$ cat config.mk
export PLATFORM = sky130hd
export DESIGN_NAME = conv_mac_core
export DESIGN_NICKNAME = d
export VERILOG_FILES = /design/src/rtl/conv_mac_core.sv
export SDC_FILE = /design/constraint.sdc
export NUM_CORES = 2
export LEC_CHECK = 0
export BUFFER_PORTS_ARGS = -buffer_cell sky130_fd_sc_hd__buf_2
export CORE_ASPECT_RATIO = 2
export CORE_MARGIN = 1.5
export CORE_UTILIZATION = 55
export CTS_CLUSTER_SIZE = 40
export DETAILED_ROUTE_END_ITERATION = 8
export PLACE_DENSITY_LB_ADDON = 0.25
export SLEW_MARGIN = 0
export SYNTH_ARGS = -nofsm -noshare
export SYNTH_HDL_FRONTEND = slang
export SYNTH_SLANG_ARGS = --single-unit
$ cat constraint.sdc
create_clock -name iclk -period 5 [get_ports iclk]
set_clock_uncertainty 0.1 [all_clocks]
set_input_delay 0.5 -clock iclk [delete_from_list [all_inputs] [get_ports iclk]]
set_output_delay 0.5 -clock iclk [all_outputs]
set_load 0.02 [all_outputs]
$ cat src/rtl/conv_mac_core.sv
// conv_mac_core: pipelined window MAC, channel accumulation, round/shift/saturate output.
// Optional macro CONV_MAC_BIAS_EN adds an ibias port that seeds each group's accumulation.
module conv_mac_core #(
  parameter int pDATA_W   = 8,
  parameter int pKERNEL_X = 3,
  parameter int pKERNEL_Y = 3,
  parameter int pCHANNELS = 4,
  parameter int pSHIFT    = 0
) (
  input  logic                                                 iclk,
  input  logic                                                 irst,
  input  logic [pKERNEL_Y-1:0][pKERNEL_X-1:0][pDATA_W-1:0]     idata,
  input  logic [pKERNEL_Y-1:0][pKERNEL_X-1:0][pDATA_W-1:0]     idata_kernel,
`ifdef CONV_MAC_BIAS_EN
  input  logic signed [2*pDATA_W-1:0]                          ibias,
`endif
  input  logic                                                 ivalid,
  output logic                                                 iready,
  output logic signed [pDATA_W-1:0]                            odata,
  output logic                                                 ovalid,
  input  logic                                                 oready,
  output logic                                                 osat
);
  localparam int K = pKERNEL_X * pKERNEL_Y;
  localparam int T = $clog2(K);
  localparam int PW = 2 * pDATA_W;
  localparam int SW = PW + T;
  localparam int ACC_W = PW + T + $clog2(pCHANNELS) + 1;
  localparam int CW = pCHANNELS > 1 ? $clog2(pCHANNELS) : 1;
  localparam logic signed [ACC_W:0] RND = (ACC_W+1)'((64'd1 << pSHIFT) >> 1);
  localparam logic signed [ACC_W:0] HI = (ACC_W+1)'((64'd1 << (pDATA_W-1)) - 64'd1);
  localparam logic signed [ACC_W:0] LO = ~HI;

  logic adv, take, fst_in, lst_in;
  logic [CW-1:0] ch_cnt_q, ch_cnt_d;
  logic [pKERNEL_Y-1:0][pKERNEL_X-1:0][pDATA_W-1:0] din_q, din_d, win_q, win_d;
  logic signed [SW-1:0] tr_q [T+1][2*K];
  logic signed [SW-1:0] tr_d [T+1][2*K];
  logic [T+1:0] vld_q, vld_d, fst_q, fst_d, lst_q, lst_d;
  logic signed [ACC_W-1:0] acc_q, acc_d, tsum, bias_ext;
  logic cv_q, cv_d, cl_q, cl_d;
  logic signed [ACC_W:0] rsum, rsh;
  logic signed [pDATA_W-1:0] odata_q, odata_d;
  logic ovalid_q, ovalid_d, osat_q, osat_d;
`ifdef CONV_MAC_BIAS_EN
  logic signed [PW-1:0] bias_q [T+2];
  logic signed [PW-1:0] bias_d [T+2];
`endif

  always_comb begin
    adv = !ovalid_q || oready;
    take = ivalid && adv;
    fst_in = ch_cnt_q == '0;
    lst_in = ch_cnt_q == CW'(pCHANNELS - 1);
    ch_cnt_d = take ? (lst_in ? '0 : ch_cnt_q + CW'(1)) : ch_cnt_q;
    din_d = adv ? idata : din_q;
    win_d = adv ? idata_kernel : win_q;
    vld_d = adv ? {vld_q[T:0], take} : vld_q;
    fst_d = adv ? {fst_q[T:0], fst_in} : fst_q;
    lst_d = adv ? {lst_q[T:0], lst_in} : lst_q;
    // slots past each level's operand count stay zero, so an odd leftover passes through as x+0
    tr_d = tr_q;
    for (int i = 0; i < K; i++)
      if (adv) tr_d[0][i] = SW'($signed(din_q[i/pKERNEL_X][i%pKERNEL_X])) * SW'($signed(win_q[i/pKERNEL_X][i%pKERNEL_X]));
    for (int l = 1; l <= T; l++)
      for (int i = 0; i < K; i++)
        if (adv) tr_d[l][i] = tr_q[l-1][2*i] + tr_q[l-1][2*i+1];
`ifdef CONV_MAC_BIAS_EN
    bias_d = bias_q;
    if (adv) bias_d[0] = ibias;
    for (int s = 1; s <= T + 1; s++)
      if (adv) bias_d[s] = bias_q[s-1];
    bias_ext = ACC_W'(bias_q[T+1]);
`else
    bias_ext = '0;
`endif
    tsum = ACC_W'(tr_q[T][0]);
    acc_d = (adv && vld_q[T+1]) ? (fst_q[T+1] ? tsum + bias_ext : acc_q + tsum) : acc_q;
    cv_d = adv ? vld_q[T+1] : cv_q;
    cl_d = adv ? lst_q[T+1] : cl_q;
    rsum = {acc_q[ACC_W-1], acc_q} + RND;
    rsh = rsum >>> pSHIFT;
    ovalid_d = adv ? (cv_q && cl_q) : ovalid_q;
    odata_d = (adv && cv_q && cl_q) ? (rsh > HI ? HI[pDATA_W-1:0] : rsh < LO ? LO[pDATA_W-1:0] : rsh[pDATA_W-1:0]) : odata_q;
    osat_d = (adv && cv_q && cl_q) ? (rsh > HI || rsh < LO) : osat_q;
  end

  always_ff @(posedge iclk) begin
    if (irst) begin
      ch_cnt_q <= '0;
      din_q <= '0;
      win_q <= '0;
      tr_q <= '{default: '0};
      vld_q <= '0;
      fst_q <= '0;
      lst_q <= '0;
      acc_q <= '0;
      cv_q <= 1'b0;
      cl_q <= 1'b0;
      odata_q <= '0;
      ovalid_q <= 1'b0;
      osat_q <= 1'b0;
`ifdef CONV_MAC_BIAS_EN
      bias_q <= '{default: '0};
`endif
    end else begin
      ch_cnt_q <= ch_cnt_d;
      din_q <= din_d;
      win_q <= win_d;
      tr_q <= tr_d;
      vld_q <= vld_d;
      fst_q <= fst_d;
      lst_q <= lst_d;
      acc_q <= acc_d;
      cv_q <= cv_d;
      cl_q <= cl_d;
      odata_q <= odata_d;
      ovalid_q <= ovalid_d;
      osat_q <= osat_d;
`ifdef CONV_MAC_BIAS_EN
      bias_q <= bias_d;
`endif
    end
  end

  assign iready = adv;
  assign odata = odata_q;
  assign ovalid = ovalid_q;
  assign osat = osat_q;
endmodule
==> results_tabular.tex <==
\begin{tabular}{lr}
\hline
Metric & Value \\
\hline
\multicolumn{2}{l}{\textbf{Clocking}} \\
\quad Max Root-Sink Buffers & 3 \\
\quad CTS clock-pin slew for the worst setup and hold paths & 0.06 ns \\
\quad Number of hold buffers added after CTS & 113 \\
\quad Resize count post-CTS & 0 \\
\quad Total setup buffers inserted after CTS & 0 \\
\quad \# clock sinks & $\sim$550 \\
\quad Insertion delay of the later-clocked pin in the worst-skew pair & 0.65 ns \\
\quad Clk Tree Root Cell & clkbuf\_16 \\
\quad Total number of H-tree levels & 2 \\
\quad Clock tree from TritonCTS & done \\
\quad Num CTS Buffers & 54 \\
\multicolumn{2}{l}{\textbf{Placement}} \\
\quad Worst slack, placed & approximately 0.29 ns \\
\quad IO Port Bufs & 158 \\
\quad HPWL reported at the end of detailed placement & 96900 µm \\
\quad Gp weighted congestion & around 0.96 \\
\multicolumn{2}{l}{\textbf{Setup path}} \\
\quad Nature of the critical path startpoint & register \\
\quad Crit-path cells & and2\_1, fa\_1, inv\_1, fa\_1, inv\_1, fa\_1, inv\_1, fa\_1, inv\_1, ha\_1, o21ai\_0, a21boi\_0, o21ai\_0, a21boi\_0, o2111a\_1, nor3\_1, nand3b\_1 \\
\quad Category of the critical setup timing path & reg -> reg \\
\quad Maximum fanout along the worst path & 9 \\
\quad Delay contributed by the slowest stage of the critical path & 0.54 ns \\
\quad Signal arrival time at the worst endpoint & 5.16 ns \\
\quad Required arrival time at the worst endpoint & 5.44 ns \\
\quad Nature of the critical path endpoint & register \\
\quad Slowest cell on crit path & fa\_1 \\
\multicolumn{2}{l}{\textbf{Yosys}} \\
\quad Netlist Area Pre-Place & 48300 µm² \\
\quad Average footprint of a synthesized cell & 8.30 µm² \\
\quad Number of enable-type register cells in the synthesized netlist & 0 \\
\quad Dominant synthesized flop cell & dfxtp\_1 \\
\quad Seq/Total Area, Yosys & 22.8\% \\
\quad Count of cell types in the netlist & 79 \\
\quad Total of flip-flops plus latches after synthesis & roughly 550 \\
\quad Number of nets produced by synthesis & 6902 \\
\quad Ys async rst share & 0\% \\
\quad Number of cells produced by synthesis & 5825 \\
\quad Yosys warning total & 0 \\
\multicolumn{2}{l}{\textbf{Timing}} \\
\quad Worst-case headroom to the max-slew limit & 25.6\% \\
\quad Setup violations, final & 0 \\
\quad Max Transition Viols Final & 0 \\
\quad Transition time at the pin with the least slew margin & 1.11 ns \\
\quad Fraction of the cycle the final worst path needs & a little over nine tenths \\
\quad Setup Total Neg Slack & 0 ns \\
\quad Fin worst setup slack & 0.276 ns \\
\quad Worst hold slack & 0.0301 ns \\
\quad Final Hold Violating Endpoints & 0 \\
\quad Setup repair after global routing missed its margin & no \\
\quad Tmin final & 4.72 ns \\
\quad Achievable frequency & 0.212 GHz \\
\multicolumn{2}{l}{\textbf{Pwr}} \\
\quad Power after layout & 15.9 mW \\
\quad Leak pwr & 25.0 nW \\
\quad Worst ir drop on vdd & 304 µV \\
\quad Power per standard cell area & 298 nW/µm² \\
\multicolumn{2}{l}{\textbf{Cells and area}} \\
\quad Fill cell total of the finished layout & 7801 \\
\quad Layout net count & about 7100 \\
\quad Finished Core Util & between 60\% and 70\% \\
\quad Area Overhead vs Synth & 10.1\% \\
\quad Share of layout cells above drive strength 1 & 5.72\% \\
\quad Diodes inserted & 0 \\
\multicolumn{2}{l}{\textbf{Die}} \\
\quad Starting utilization of the core area & 55.6\% \\
\quad Core Box Area & 86900 µm² \\
\quad Die footprint & 89800 µm² \\
\quad Std cell rows & roughly 150 \\
\quad Die Ht & 422 µm \\
\quad Horizontal extent of the die & 213 µm \\
\quad I/O Pins & 159 \\
\multicolumn{2}{l}{\textbf{Drt}} \\
\quad Detailed-route via count & 39300 \\
\quad Detailed-route wire length & 125000 µm \\
\quad Post-route DRC & 0 \\
\quad Antenna-violating nets left & 0 \\
\quad Average vias per placed instance & 5.47 \\
\quad Iteration-0 DRC count of the detailed router & 1720 \\
\quad DRT Pass-1 Iters & 5 \\
\quad Average detailed-routed wire length per instance & 17.5 µm \\
\multicolumn{2}{l}{\textbf{GRT}} \\
\quad Largest net degree at the start of global routing & 160 \\
\quad Overflow left after global routing & 0 \\
\quad Global-route wire length before repair & 205000 µm \\
\quad Total track usage & 28.8\% \\
\quad Number of global-route vias before repair & 40700 \\
\quad Number of antenna violations at the first check in global routing & 1 \\
\multicolumn{2}{l}{\textbf{Run}} \\
\quad Count of max-cap constraint violations & 0 \\
\multicolumn{2}{l}{\textbf{Status}} \\
\quad Status & finished clean \\
\multicolumn{2}{l}{\textbf{Min path}} \\
\quad Kind of path behind the tightest hold check & in -> reg \\
\hline
\end{tabular}
-- final timing paths --
| path | slack, ns | cells past startpoint | end | start |
|---|---|---|---|---|
| max reg2reg | 0.28 | 17 | tr_q[1754] | din_q[21] |
| max | 0.28 | 17 | tr_q[1754] | din_q[21] |
| min reg2reg | 0.35 | 2 | odata[2] | odata[2] |
| min | 0.03 | 3 | win_q[40] | idata_kernel[40] |
-- layout make-up --
| type | count | area, µm² | share of cell area [%] |
|---|---|---|---|
| sequential | 551 | 11000 | 20.7 |
| clock buffer | 65 | 1460 | 2.75 |
| tap | 1162 | 1450 | 2.73 |
| timing repair buffer | 318 | 2330 | 4.39 |
| multi-input combinational | 4257 | 33500 | 63.0 |
| inverter | 792 | 2980 | 5.60 |
| clock inverter | 35 | 440 | 0.828 |
-- per-layer routing --
| layer | GRT usage [%] | share of wire (%) | vias to the layer above |
|---|---|---|---|
| li1 | - | - | 19200 |
| met4 | 17.8 | 7.2 | 0 |
| met3 | 2.66 | 3.0 | 333 |
| met5 | 0 | 0 | - |
| met2 | 54.7 | 54 | 756 |
| met1 | 29.7 | 36 | 19000 |
-- synth_stat cells (all sizes together), types with 5 or more instances --
master	count	share of area, %
inv	791	6.1
nor2b	87	1.1
buf	18	0.14
a221o	7	0.14
nand3b	8	0.12
fa	504	21
a31oi	37	0.48
a211o	11	0.20
xor2	72	1.3
dfxtp	551	23
xnor2	138	2.5
o21bai	16	0.25
a21boi	17	0.26
or3	36	0.47
or2	8	0.10
a21o	65	1.0
o31a	11	0.20
o211ai	24	0.37
nand2b	28	0.36
nor4b	16	0.29
a41oi	9	0.20
a22o	9	0.16
nand4	17	0.22
clkbuf	207	1.6
a21oi	563	5.9
nor3	87	0.90
or4	6	0.093
a211oi	65	1.0
mux2	8	0.19
nand4b	11	0.20
nand2	976	7.6
o31ai	12	0.22
and3b	6	0.11
and2	380	4.9
and3	23	0.30
o21ai	203	2.1
o311ai	5	0.091
nor2	212	1.6
nand3	61	0.63
a311o	7	0.14
ha	425	11
o21a	32	0.50
-- per-stage QoR --
| stage | area [µm²] | instances |
|---|---|---|
| final | 53200 | 7180 |
| after global routing | 53200 | 7180 |
| after CTS | 53200 | 7180 |
| after detailed placement | 50200 | 6967 |
| after global placement | 50200 | 6967 |
| after floorplan | 48300 | 5825 |
-- kinds of logic after synthesis --
| kind of cell | synth area share [%] |
|---|---|
| AOI/OAI and AO/OA | 14.1 |
| xor gates and xnor gates | 3.81 |
| adders and majority gates | 31.9 |
| buffers and inverters | 7.90 |
| DFF | 22.8 |
| muxes | 0.269 |
| and+or+nand+nor | 19.2 |
-- cells in the final DEF (no fill, tap or decap), drive strengths merged, types with 72 or more instances in the layout --
cell type / netlist / layout
nor3: 87 / 87
inv: 791 / 797
buf: 18 / 205
o21ai: 203 / 203
nor2b: 87 / 87
nor2: 212 / 212
xnor2: 138 / 138
xor2: 72 / 72
nand2: 976 / 976
fa: 504 / 504
a21oi: 563 / 563
dlygate4sd3: 0 / 113
ha: 425 / 425
dfxtp: 551 / 551
and2: 380 / 380
-- power by group --
group	switching, mW	internal [mW]	total (mW)
registers	0.690	5.06	5.75
clock network	1.98	2.48	4.46
logic	3.19	2.47	5.67
total	5.86	10.0	15.9
-- state kept, by name, summed over array words and instances (netlist names), 2 cells and up --
name and count:
fst_q 6, odata 8, tr_q 352, lst_q 6, vld_q 6, ch_cnt_q 2
din_q 72, win_q 72, acc_q 23
-- critical path, delay by kind of cell (launching register included) --
family | cells | cell delay [ns]
AO/OA/AOI/OAI | 5 | 1.20
adder cells (fa/ha/maj) | 5 | 2.34
buffers and inverters | 4 | 0.20
flip-flops | 1 | 0.38
AND/OR/NAND/NOR | 3 | 0.39
Note: power is estimated with default switching activity, not from simulation.
